--- src/rtl/mips_lsu_pkg.sv ---
// Shared load/store encodings and LSU state definitions.
// The decoder imports the same LS_* constants so it can drive ls_op directly.
package mips_lsu_pkg;

    typedef enum logic [2:0] {
        LS_LB  = 3'd0,
        LS_LH  = 3'd1,
        LS_LW  = 3'd2,
        LS_LBU = 3'd3,
        LS_LHU = 3'd4,
        LS_SB  = 3'd5,
        LS_SH  = 3'd6,
        LS_SW  = 3'd7
    } ls_op_e;

    typedef enum logic [2:0] {
        IDLE = 3'd0,
        REQ  = 3'd1,
        WAIT = 3'd2,
        ERR  = 3'd3,
        RESP = 3'd4
    } state_e;

    function automatic logic is_store(input ls_op_e op);
        return (op == LS_SB) || (op == LS_SH) || (op == LS_SW);
    endfunction

    // Halves need an even address, words need a word-aligned address.
    function automatic logic is_misaligned(input ls_op_e op, input logic [1:0] off);
        logic mis;
        case (op)
            LS_LH, LS_LHU, LS_SH: mis = off[0];
            LS_LW, LS_SW:         mis = |off;
            default:              mis = 1'b0;
        endcase
        return mis;
    endfunction

endpackage

--- src/rtl/mips_lsu_align.sv ---
// Byte-lane write-enable/data generation and load byte/half extraction.
// Purely combinational; fed from the LSU's latched request.
module mips_lsu_align
    import mips_lsu_pkg::*;
(
    input  ls_op_e      ls_op,
    input  logic [1:0]  byte_off,
    input  logic [31:0] store_data,
    input  logic [31:0] rdata,
    output logic [3:0]  we,
    output logic [31:0] wdata,
    output logic [31:0] load_ext
);

    logic [7:0]  byte_sel;
    logic [15:0] half_sel;

    always_comb begin
        case (byte_off)
            2'd0:    byte_sel = rdata[7:0];
            2'd1:    byte_sel = rdata[15:8];
            2'd2:    byte_sel = rdata[23:16];
            default: byte_sel = rdata[31:24];
        endcase
        half_sel = byte_off[1] ? rdata[31:16] : rdata[15:0];
    end

    always_comb begin
        we       = '0;
        wdata    = store_data;
        load_ext = rdata;
        case (ls_op)
            LS_LB:  load_ext = {{24{byte_sel[7]}}, byte_sel};
            LS_LBU: load_ext = {24'd0, byte_sel};
            LS_LH:  load_ext = {{16{half_sel[15]}}, half_sel};
            LS_LHU: load_ext = {16'd0, half_sel};
            LS_SB: begin
                we    = 4'b0001 << byte_off;
                wdata = {4{store_data[7:0]}};
            end
            LS_SH: begin
                we    = 4'b0011 << {byte_off[1], 1'b0};
                wdata = {2{store_data[15:0]}};
            end
            LS_SW: begin
                we    = 4'b1111;
                wdata = store_data;
            end
            default: ;
        endcase
    end

endmodule

--- src/rtl/mips_lsu.sv ---
// MIPS load/store unit: request FSM, memory handshake and timeout watchdog.
// Lane steering and load extension live in mips_lsu_align.
module mips_lsu
    import mips_lsu_pkg::*;
#(
    parameter int unsigned TIMEOUT = 255
) (
    input  logic        clk,
    input  logic        rst,
    input  logic        req_valid,
    output logic        req_ready,
    input  logic [2:0]  ls_op,
    input  logic [31:0] addr,
    input  logic [31:0] store_data,
    output logic        mem_req,
    output logic [29:0] mem_addr,
    output logic [3:0]  mem_we,
    output logic [31:0] mem_wdata,
    input  logic        mem_gnt,
    input  logic        mem_rvalid,
    input  logic [31:0] mem_rdata,
    output logic        resp_valid,
    output logic [31:0] load_data,
    output logic        addr_err,
    output logic        bus_err,
    output logic        stall
);

    localparam int unsigned CW = $clog2(TIMEOUT + 1);
    localparam logic [CW-1:0] TO_VAL = CW'(TIMEOUT);

    state_e        state_q, state_d;
    ls_op_e        op_q, op_d;
    logic [31:0]   addr_q, addr_d;
    logic [31:0]   sdata_q, sdata_d;
    logic [CW-1:0] cnt_q, cnt_d;
    logic [CW-1:0] cnt_inc;
    logic [31:0]   ldata_q, ldata_d;
    logic          berr_q, berr_d;

    logic [3:0]    we_w;
    logic [31:0]   wdata_w;
    logic [31:0]   load_ext_w;

    mips_lsu_align u_align (
        .ls_op      (op_q),
        .byte_off   (addr_q[1:0]),
        .store_data (sdata_q),
        .rdata      (mem_rdata),
        .we         (we_w),
        .wdata      (wdata_w),
        .load_ext   (load_ext_w)
    );

    assign cnt_inc = cnt_q + CW'(1);

    always_comb begin
        state_d = state_q;
        op_d    = op_q;
        addr_d  = addr_q;
        sdata_d = sdata_q;
        cnt_d   = cnt_q;
        ldata_d = ldata_q;
        berr_d  = berr_q;
        case (state_q)
            IDLE: begin
                if (req_valid) begin
                    op_d    = ls_op_e'(ls_op);
                    addr_d  = addr;
                    sdata_d = store_data;
                    cnt_d   = '0;
                    ldata_d = '0;
                    berr_d  = 1'b0;
                    state_d = is_misaligned(ls_op_e'(ls_op), addr[1:0]) ? ERR : REQ;
                end
            end
            // A grant or read response in the final counted cycle still wins over the timeout.
            REQ: begin
                if (mem_gnt) begin
                    cnt_d   = '0;
                    state_d = is_store(op_q) ? RESP : WAIT;
                end else if (cnt_inc == TO_VAL) begin
                    berr_d  = 1'b1;
                    ldata_d = '0;
                    state_d = RESP;
                end else begin
                    cnt_d = cnt_inc;
                end
            end
            WAIT: begin
                if (mem_rvalid) begin
                    ldata_d = load_ext_w;
                    state_d = RESP;
                end else if (cnt_inc == TO_VAL) begin
                    berr_d  = 1'b1;
                    ldata_d = '0;
                    state_d = RESP;
                end else begin
                    cnt_d = cnt_inc;
                end
            end
            ERR:     state_d = IDLE;
            RESP:    state_d = IDLE;
            default: state_d = IDLE;
        endcase
    end

    always_ff @(posedge clk) begin
        if (rst) begin
            state_q <= IDLE;
            op_q    <= LS_LB;
            addr_q  <= '0;
            sdata_q <= '0;
            cnt_q   <= '0;
            ldata_q <= '0;
            berr_q  <= 1'b0;
        end else begin
            state_q <= state_d;
            op_q    <= op_d;
            addr_q  <= addr_d;
            sdata_q <= sdata_d;
            cnt_q   <= cnt_d;
            ldata_q <= ldata_d;
            berr_q  <= berr_d;
        end
    end

    assign req_ready  = (state_q == IDLE);
    assign stall      = (state_q != IDLE) || req_valid;
    assign mem_req    = (state_q == REQ);
    assign mem_addr   = addr_q[31:2];
    assign mem_we     = (state_q == REQ) ? we_w : '0;
    assign mem_wdata  = wdata_w;
    assign resp_valid = (state_q == RESP) || (state_q == ERR);
    assign addr_err   = (state_q == ERR);
    assign bus_err    = (state_q == RESP) && berr_q;
    assign load_data  = ldata_q;

endmodule
--- config.mk ---
export PLATFORM = sky130hd
export DESIGN_NAME = mips_lsu
export DESIGN_NICKNAME = d
export VERILOG_FILES = /design/src/rtl/mips_lsu_pkg.sv /design/src/rtl/mips_lsu_align.sv /design/src/rtl/mips_lsu.sv
export SDC_FILE = /design/constraint.sdc
export NUM_CORES = 1
export LEC_CHECK = 0
export BUFFER_PORTS_ARGS = -buffer_cell sky130_fd_sc_hd__buf_4
export CORE_ASPECT_RATIO = 0.75
export CORE_MARGIN = 8
export CORE_UTILIZATION = 42
export CTS_CLUSTER_SIZE = 10
export DETAILED_ROUTE_END_ITERATION = 10
export PLACE_DENSITY = 0.79
export SLEW_MARGIN = 25
export SYNTH_ARGS = -nofsm -noshare
export SYNTH_HDL_FRONTEND = slang
export SYNTH_SLANG_ARGS = --single-unit
--- constraint.sdc ---
create_clock -name clk -period 2.06 [get_ports clk]
set_input_delay 0.309 -clock clk [delete_from_list [all_inputs] [get_ports clk]]
set_output_delay 0.309 -clock clk [all_outputs]
set_load 0.02 [all_outputs]
==> metrics.cfg, run 1 <==
[pwr]
power.leakage_nw=3.47
cellPowerDensity_mw_per_mm2=1020
peakVddDrop_v=0.000506

[critical_path]
cp_top_family=simple AND/OR/NAND/NOR gates
crit_fanout=6
worst_ep_required_time_ns=1.75
cp-end-kind=primary output
critPathSlowestCell=or3b_4
worst-path-buf-inv=2
r2r_slack_ns=0.10
cp-start-kind=register
crit_chain=or3b_4, inv_4, nand2_2, a21oi_1, buf_4
max_stage_delay_ns=0.44
critPathArrivalTime_ns=1.70
crit_type=reg2out

[clock_tree]
cts.clk_slew.worst_paths_ns=0.08
tritoncts=yes
clock-root-buffer=clkbuf_16
cts-buffers-inserted=9
worstSkewPairLatency_ns=0.35
h-tree-depth=3
cts.path.max_buffers=2
hold_buffers=0
clock-sinks=111

[floorplanning]
boundaryPins=208
start_util=0.432
die_x_um=158
core_mm2=0.0146
dieArea_mm2=0.0192
num_rows=38
die_y_um=122

[logic_synthesis]
post_synth_num_cell_types=70
ys_warn_count=0
synth.top_cell.area_share=0.352
synth_enable_flop_cells=0
yosysMostFrequentCell=nand2_1
syn_area_mm2=0.00631
syn_area_per_cell_um2=7.65
synth_flop_cell=dfxtp_1
ys_seq_area_frac=0.352
yosysTopAreaCell=dfxtp_1
synthCells=825
synthArstFlopShare=0
synth_fp_nets=931
ys_top_cells_by_count=nand2_1, dfxtp_1, a21oi_1
ys_seq_elements=111
yosys-top-cells-area=dfxtp_1, nand2_1, a21oi_1

[placed_design]
port_buffers=207
dp_hpwl_mm=15.8
gp_congestion=0.950

[timing]
rsz0062_at_grt=no
setup_viol=0
tightest_slew_ns=0.575
period_needed_ns=2.01
setup_tns_ns=0
drv_slew=0
skew_ns=0.00728
finalHoldViolations=0
fmax_mhz=497
fin_crit_sh=0.976
max_slew_margin=0.614

[route]
drc=0
wl_mm=21.2
dr.pass1.iters=6
drt_iter0_drc=643
wl_per_cell_um=17.7
vias=6636
ant_nets=0
drt-vias-per-instance=5.55

[min_path]
worstHoldPathType=in2reg

[layout]
drive_gt1_frac=0.355
syn_to_final_growth_pct=31.3
multi_input_area_mm2=0.00353
utilization=0.568
diodes=0
final_nets=1098
seqCellArea_mm2=0.00224
fill_cells=1381

[run]
cap_violations=0

[outcome]
status=completed

[global_route]
grt_antenna_before_repair=0
overflow=0
grt_pass1_vias=6275
grtUsageTotal=0.213
grt_pass1_wl_mm=33.0
grt_max_degree=68

-- power breakdown --
part	internal, W	switching, W	total (W)
sequential	0.00245	0.000249	0.00270
combinational	0.00164	0.00240	0.00404
clock	0.000862	0.000829	0.00169
-- path summary, 6_finish.rpt --
| kind | start | endpoint | cells after the start |
|---|---|---|---|
| max reg2reg | cnt_q[1]$_SDFFE_PP0P_ | load_data[22]$_SDFFE_PP0P_ | 8 |
| min | addr[21] | addr_q[21]$_SDFFE_PP0P_ | 3 |
| min reg2reg | addr_q[3]$_SDFFE_PP0P_ | addr_q[3]$_SDFFE_PP0P_ | 2 |
| max | state_q[2]$_SDFFE_PP0N_ | mem_we[2] | 5 |
-- layout make-up --
| cell class | instances | area share |
|---|---|---|
| Multi-Input combinational cell | 614 | 0.426 |
| Sequential cell | 111 | 0.271 |
| Timing Repair Buffer | 250 | 0.236 |
| Tap cell | 200 | 0.0302 |
| Clock buffer | 10 | 0.0288 |
| Clock inverter | 5 | 0.00513 |
| Inverter | 6 | 0.00347 |
-- flip-flops by register name (all words and copies together), names as in the netlist --
register / flops
addr_q: 32
load_data: 32
sdata_q: 32
cnt_q: 8
op_q: 3
state_q: 3
berr_q: 1
-- cell usage in the layout (no fill, tap or decap), types with 5 or more instances in the layout --
cell | synthesis | final
a21oi_1 | 106 | 101
a21oi_2 | 12 | 17
a22oi_1 | 13 | 13
a31oi_1 | 8 | 8
a32o_1 | 8 | 8
a32o_2 | 9 | 9
a32oi_1 | 7 | 7
and3_1 | 7 | 7
buf_4 | 42 | 242
clkbuf_16 | 0 | 10
dfxtp_1 | 111 | 102
dfxtp_2 | 0 | 5
mux2_2 | 9 | 9
mux2i_1 | 16 | 16
nand2_1 | 205 | 203
nand2b_1 | 7 | 7
nand3_1 | 10 | 10
nor2_1 | 34 | 33
o21ai_0 | 23 | 23
o21ai_1 | 32 | 31
o221ai_1 | 7 | 7
o22ai_1 | 16 | 16
or2_2 | 18 | 18
or3_1 | 5 | 5
-- cell families after synthesis --
| family | count (synthesis) | synth area share |
|---|---|---|
| adders and majority gates | 2 | 0.00396 |
| buffers and inverters | 100 | 0.0944 |
| muxes | 27 | 0.0472 |
| DFF | 111 | 0.352 |
| xor gates and xnor gates | 6 | 0.00952 |
| and+or+nand+nor | 319 | 0.231 |
| AOI/OAI and AO/OA | 260 | 0.262 |
-- repair_timing --
item                       4_1_cts  5_1_grt
gates cloned                     0        2
setup endpoints to repair       44       52
pin swaps                        1        1
buffers inserted                 1        7
resized for setup               15       13
-- per-stage QoR --
stage          cells  area, um2  setup WS, ns  power, W  hold WS, ns
2_1_floorplan    825       6320         0.107   0.00542        0.437
3_3_place_gp    1171       7860        0.0839   0.00656        0.442
3_5_place_dp    1171       7860       -0.0144   0.00661        0.447
4_1_cts         1187       8180       0.00849   0.00835        0.184
5_1_grt         1196       8290       0.00294   0.00892        0.187
6_report        1196       8290        0.0491   0.00843        0.194
-- tightest hold or removal path: stages --
cell     delay, ns
buf_4         0.11
nand2_1       0.04
a21oi_1       0.05
-- layer usage --
layer | global-route usage | part of all wire | vias to the layer above
met5 | 0 | 0 | -
met4 | 0.0611 | 0.016 | 0
met3 | 0.0669 | 0.11 | 30
met2 | 0.317 | 0.44 | 324
met1 | 0.290 | 0.44 | 3097
li1 | - | - | 3185
(Power assumes the default switching activity.)
==> inputs of run 2 (changes only) <==
- CTS_CLUSTER_SIZE: 10 -> 40
- GPL_ROUTABILITY_DRIVEN: not set -> 0
- PLACE_DENSITY: 0.79 -> 0.75
==> run 2 against run 1 <==
  * Cell count grew 0.67%
  * Worst hold slack worse by 0.00053 ns
  * Non-clock buffer count up 7
  * Flip-flop and latch count unchanged
  * Via count shrank 1.2%
  * Combinational power up 1%
  * Core utilization rose by 0.47 points
  * Critical path depth stayed put
  * Register-to-register slack barely moved
  * Sequential power barely moved
==> metrics.cfg, run 2 (same netlist as run 1, synthesis figures left out) <==
[outcome]
status=completed

[timing]
fmax_mhz=499  ; +0.44%
skew_ns=0.0109  ; +0.00358 ns
period_needed_ns=2.00  ; -0.00883 ns
max_slew_margin=0.523  ; -0.0915
fin_crit_sh=0.972  ; -0.00429
drv_slew=0  ; unchanged
tightest_slew_ns=0.716  ; +0.141 ns
setup_viol=0  ; unchanged
finalHoldViolations=0  ; unchanged

[layout]
final_cell_mix=buf_4, nand2_1, dfxtp_1, a21oi_1, nor2_1
final_area_mm2=0.00836  ; +0.83%
drive_gt1_frac=0.361  ; +0.00514
syn_to_final_growth_pct=32.4
final_nets=1105  ; +0.64%
diodes=0  ; unchanged
final_common_cell=buf_4
utilization=0.573  ; +0.00472
fill_cells=1369  ; -0.87%

[clock_tree]
cts-buffers-inserted=9  ; unchanged
tritoncts=yes
cts.path.max_buffers=2  ; unchanged
cts.clk_slew.worst_paths_ns=0.08  ; about the same
hold_buffers=0  ; unchanged
clock-sinks=111  ; unchanged
clock-root-buffer=clkbuf_16
h-tree-depth=3  ; unchanged
worstSkewPairLatency_ns=0.35  ; about the same

[pwr]
internal_power_w=0.00497  ; +0.46%
cellPowerDensity_mw_per_mm2=1020  ; about the same
peakVddDrop_v=0.000542  ; +7.2%
p_sw_w=0.00354  ; +1.5%
p_clk_frac=0.203  ; +0.002
combPwrFrac=0.481  ; +0.002
seq_power_share=0.316  ; -0.004
power.leakage_nw=3.51  ; +1.1%
swShare=0.416  ; +0.00260

[global_route]
grtUsageTotal=0.213  ; about the same
grt_max_degree=68  ; unchanged
grt_pass1_vias=6159  ; -1.8%
overflow=0  ; unchanged
grt_pass1_wl_mm=32.9  ; -0.21%
grt_antenna_before_repair=0  ; unchanged

[critical_path]
cp-start-kind=register
worstSetupEndpoint=mem_we[1]
r2r_slack_ns=0.09  ; about the same
reg2reg_to=load_data[8]$_SDFFE_PP0P_
r2r_start=state_q[2]$_SDFFE_PP0N_
worst_ep_required_time_ns=1.75  ; about the same
cp-end-kind=primary output
crit_type=reg2out
critPathArrivalTime_ns=1.69  ; about the same
worstRegToRegCells=7  ; -1
crit_fanout=6  ; unchanged
critPathLaunch=state_q[2]$_SDFFE_PP0N_

[placed_design]
dp_hpwl_mm=15.7  ; -0.67%
port_buffers=207  ; unchanged
dpl_cell_area_mm2=0.00787  ; +0.22%

[run]
cap_violations=0  ; unchanged

[floorplanning]
die_y_um=122  ; unchanged
core_mm2=0.0146  ; unchanged
start_util=0.432  ; unchanged
num_rows=38  ; unchanged
die_x_um=158  ; unchanged
dieArea_mm2=0.0192  ; unchanged
boundaryPins=208  ; unchanged

[route]
dr.pass1.iters=5  ; -1
vias=6559  ; -1.2%
wl_per_cell_um=17.6  ; -0.84%
drt-vias-per-instance=5.45  ; -1.8%
drc=0  ; unchanged
ant_nets=0  ; unchanged
wl_mm=21.1  ; -0.17%
drt_iter0_drc=552  ; -14%

[min_path]
worstHoldPathType=in2reg
holdPathStages=3  ; unchanged

## run 2: routing by layer
| layer | share of wire | GRT usage | routed length, um | vias up |
|---|---|---|---|---|
| met2 | 0.45 | 0.327 | 9490 | 288 |
| met5 | 0 | 0 | 0 | - |
| met3 | 0.12 | 0.0832 | 2440 | 18 |
| met4 | 0.012 | 0.0498 | 251 | 0 |
| met1 | 0.42 | 0.277 | 8950 | 3051 |
| li1 | - | - | - | 3202 |
## run 2: what timing repair did
item / CTS / global route
pin swaps: 2 / 0
resized for setup: 15 / 15
endpoints found under the setup margin: 28 / 41
gates cloned: 1 / 0
buffers inserted: 2 / 10
## run 2: worst min-delay path by stage
stage                              from                       end  slack, ns
2_1_floorplan  sdata_q[16]$_SDFFE_PP0P_  sdata_q[16]$_SDFFE_PP0P_       0.44
3_3_place_gp     addr_q[3]$_SDFFE_PP0P_    addr_q[3]$_SDFFE_PP0P_       0.44
3_5_place_dp     addr_q[5]$_SDFFE_PP0P_    addr_q[5]$_SDFFE_PP0P_       0.45
4_1_cts                        addr[22]   addr_q[22]$_SDFFE_PP0P_       0.19
5_1_grt                        addr[20]   addr_q[20]$_SDFFE_PP0P_       0.19
6_report                       addr[17]   addr_q[17]$_SDFFE_PP0P_       0.19
## run 2: area by class of cell
| type | count | area [um2] | area share |
|---|---|---|---|
| clock buffer | 10 | 239 | 0.0286 |
| clock inverter | 6 | 51.3 | 0.00614 |
| inverter | 6 | 31.3 | 0.00374 |
| multi-input combinational | 614 | 3550 | 0.425 |
| sequential | 111 | 2240 | 0.268 |
| tap | 200 | 250 | 0.0299 |
| timing repair buffer | 257 | 2000 | 0.239 |
## run 2: critical path: stages, from the launching register on
cell,delay [ns]
dfxtp_2,0.36
or3b_4,0.44
inv_6,0.10
nand2_2,0.11
nor2_2,0.16
buf_4,0.16
## run 2: through the flow
step	total power (W)	TNS, ns	instances	hold slack (ns)	setup slack [ns]
after floorplan	0.00542	0	825	0.437	0.107
after global placement	0.00659	0	1175	0.443	0.128
after detailed placement	0.00664	0	1175	0.447	0.0834
after CTS	0.00840	0	1194	0.191	0.0250
after global routing	0.00901	-0.0185	1204	0.186	-0.00957
final	0.00851	0	1204	0.194	0.0579
## run 2: power by group through the flow
stage / registers [W] / clock network, W / logic (W)
2_1_floorplan: 0.00267 / 0 / 0.00275
3_3_place_gp: 0.00271 / 0 / 0.00388
3_5_place_dp: 0.00272 / 0 / 0.00393
4_1_cts: 0.00268 / 0.00175 / 0.00398
5_1_grt: 0.00273 / 0.00184 / 0.00444
6_report: 0.00269 / 0.00173 / 0.00409
==> inputs of run 3 (changes only) <==
- PLACE_DENSITY: 0.75 -> 0.74
- SYNTH_HIERARCHICAL: not set -> 1
==> run 3 against run 2 <==
  * Worst hold slack worse by 0.0089 ns
  * Fmax is 1.0% lower
  * First-iteration DRC count is 43% higher
  * Highest routed layer unchanged
  * Sequential power is 9.3% lower
  * Worst setup slack worse by 0.021 ns
  * Critical path type unchanged
  * Synthesized cell count is 9.2% higher
  * Cell area is 6.8% higher
  * Core utilization is 1.4 points lower
  * Critical path depth stayed put
  * Largest cell class unchanged
  * Power is 24% lower
  * Sequential share of layout area is 1.7 points lower
==> metrics.cfg, run 3 <==
[route]
drc=0  ; unchanged
ant_nets=0  ; unchanged
drt_iter0_drc=792  ; +43%
wl_mm=23.5  ; +11%
wl_per_cell_um=18.5  ; +5.6%
drt-vias-per-instance=5.74  ; +5.4%
vias=7264  ; +11%
dr.pass1.iters=5  ; unchanged

[logic_synthesis]
ys_top_cells_by_count=nand2_1, dfxtp_1, a21oi_1
syn_area_per_cell_um2=7.59  ; -0.79%
ys_warn_count=6  ; +6
synthCells=901  ; +9.2%
yosys-top-cells-area=dfxtp_1, nand2_1, a21oi_1
synth_fp_nets=1007  ; +8.2%
ys_seq_elements=111  ; unchanged
yosysMostFrequentCell=nand2_1
ys_seq_area_frac=0.325  ; -0.0271
post_synth_num_cell_types=60  ; -14%
synth_enable_flop_cells=0  ; unchanged
syn_area_mm2=0.00684  ; +8.3%
synthArstFlopShare=0  ; unchanged
yosysTopAreaCell=dfxtp_1
synth_flop_cell=dfxtp_1
synth.top_cell.area_share=0.325  ; -0.0271

[critical_path]
critPathSlowestCell=dfxtp_4
cp.depth=5  ; unchanged
critPathArrivalTime_ns=1.71  ; +0.02 ns
crit_chain=xnor2_2, nand2b_4, buf_8, mux2_1, buf_4
worstRegToRegCells=8  ; +1
crit_type=reg2out
worst_ep_required_time_ns=1.75  ; about the same
cp_top_family=flip-flops
r2r_slack_ns=0.08  ; about the same
max_stage_delay_ns=0.38  ; -0.06 ns
crit_fanout=8  ; +2
cp-end-kind=primary output
worst-path-buf-inv=2  ; unchanged
cp-start-kind=register

[global_route]
grt_max_degree=68  ; unchanged
grt_pass1_wl_mm=36.8  ; +12%
grt_antenna_before_repair=0  ; unchanged
overflow=0  ; unchanged
grtUsageTotal=0.216  ; +0.00360
grt_pass1_vias=6679  ; +8.4%

[placed_design]
port_buffers=207  ; unchanged
placedCellCount=1240  ; +5.5%
dp_hpwl_mm=16.8  ; +6.9%
place_ws_ns=0.0834  ; -0.0000662 ns
dpl_cell_area_mm2=0.00844  ; +7.2%

[timing]
drv_slew=0  ; unchanged
setup_viol=0  ; unchanged
skew_ns=0.0110  ; +0.0000912 ns
tightest_slew_ns=0.793  ; +0.0774 ns
period_needed_ns=2.02  ; +0.0211 ns
rsz0062_at_grt=yes
fmax_mhz=494  ; -1.0%
max_slew_margin=0.467  ; -0.0557
finalHoldViolations=0  ; unchanged
fin_crit_sh=0.982  ; +0.0102
setup_tns_ns=0  ; unchanged
fin_ws_ns=0.0369  ; -0.0211 ns

[clock_tree]
clock-root-buffer=clkbuf_16
cts-buffers-inserted=9  ; unchanged
h-tree-depth=3  ; unchanged
cts.clk_slew.worst_paths_ns=0.08  ; about the same
hold_buffers=0  ; unchanged
worstSkewPairLatency_ns=0.36  ; about the same
cts.path.max_buffers=2  ; unchanged
clock-sinks=111  ; unchanged
tritoncts=yes

[floorplanning]
die_x_um=163  ; +3.7%
num_rows=40  ; +5.3%
boundaryPins=208  ; unchanged
start_util=0.428  ; -0.00408
core_mm2=0.0160  ; +9.4%
dieArea_mm2=0.0207  ; +7.4%
die_y_um=127  ; +3.6%

[layout]
fin_cells=1265  ; +5.1%
final_cell_mix=buf_4, nand2_1, a21oi_1, dfxtp_1, o31ai_1
final_common_cell=buf_4
drive_gt1_frac=0.304  ; -0.0570
syn_to_final_growth_pct=30.5
final_area_mm2=0.00892  ; +6.8%
final_nets=1155  ; +4.5%

[run]
cap_violations=0  ; unchanged

[pwr]
internal_power_w=0.00413  ; -17%
swShare=0.358  ; -0.0580
combPwrFrac=0.339  ; -0.142
seq_power_share=0.380  ; +0.064
power.leakage_nw=3.66  ; +4.3%
peakVddDrop_v=0.000414  ; -24%
p_clk_frac=0.281  ; +0.078
cellPowerDensity_mw_per_mm2=721  ; -29%
p_sw_w=0.00230  ; -35%

[outcome]
status=completed

[min_path]
holdPathStages=3  ; unchanged
worstHoldPathType=in2reg

==> run 3: cell count changes after synthesis, sizes merged, moves of 17 or more <==
cell    change
a32o       -17
a32oi      +24
clkbuf     +24
o21ai      -29
o31ai      +50
or2        -18
==> run 3: cell families after synthesis <==
| family | Yosys count | share of synthesized area |
|---|---|---|
| adders and majority gates | 2 | 0.00366 |
| buffers and inverters | 133 | 0.102 |
| DFF | 111 | 0.325 |
| xor gates and xnor gates | 7 | 0.00896 |
| AOI/OAI and AO/OA | 285 | 0.282 |
| muxes | 28 | 0.0600 |
| and+or+nand+nor | 335 | 0.218 |
==> run 3: layer usage <==
layer | up-vias | part of all wire | track usage
met1 | 3392 | 0.45 | 0.304
li1 | 3474 | - | -
met3 | 34 | 0.11 | 0.0714
met5 | - | 0 | 0
met4 | 0 | 0.013 | 0.0447
met2 | 364 | 0.43 | 0.315
==> run 3: metrics by stage <==
stage | power [W] | util | hold slack [ns]
after CTS | 0.00639 | 0.551 | 0.177
after detailed placement | 0.00458 | 0.529 | 0.447
after global routing | 0.00674 | 0.559 | 0.182
after global placement | 0.00454 | 0.529 | 0.442
final | 0.00643 | 0.559 | 0.185
after floorplan | 0.00383 | - | 0.434
==> run 3: path summary, 6_finish.rpt <==
path	startpoint	end
hold reg to reg	addr_q[26]$_SDFFE_PP0P_	addr_q[26]$_SDFFE_PP0P_
hold / removal	addr[31]	addr_q[31]$_SDFFE_PP0P_
setup reg to reg	addr_q[1]$_SDFFE_PP0P_	load_data[30]$_SDFFE_PP0P_
setup / recovery	op_q[0]$_SDFFE_PP0P_	mem_wdata[21]
==> run 3: worst register-to-register path, stage by stage (launching register included) <==
cell      delay, ns
dfxtp_4        0.36
buf_4          0.13
mux4_2         0.57
a21oi_4        0.23
buf_4          0.15
a211oi_2       0.04
nor3b_1        0.17
a21oi_1        0.14
a21oi_1        0.08
==> run 3: timing repair <==
action	CTS	global route
gates resized for setup	9	13
gates cloned	0	2
hold endpoints to repair	0	0
pin swaps	1	3
buffers inserted	4	3
endpoints found under the setup margin	28	33
==> run 3: final cells by class <==
cell class	instances	area, um2
fill	1516	7040
multi-input combinational	657	3970
sequential	111	2240
timing repair buffer	257	2110
tap	210	263
clock buffer	10	239
clock inverter	6	57.6
inverter	13	51.3
antenna	1	2.50
==> run 3: power by group through the flow <==
stage	Combinational (W)	Clock (W)	Sequential, W
after floorplan	0.00137	0	0.00247
after global placement	0.00206	0	0.00249
after detailed placement	0.00209	0	0.00249
after CTS	0.00211	0.00184	0.00244
after global routing	0.00236	0.00192	0.00247
final	0.00218	0.00181	0.00244
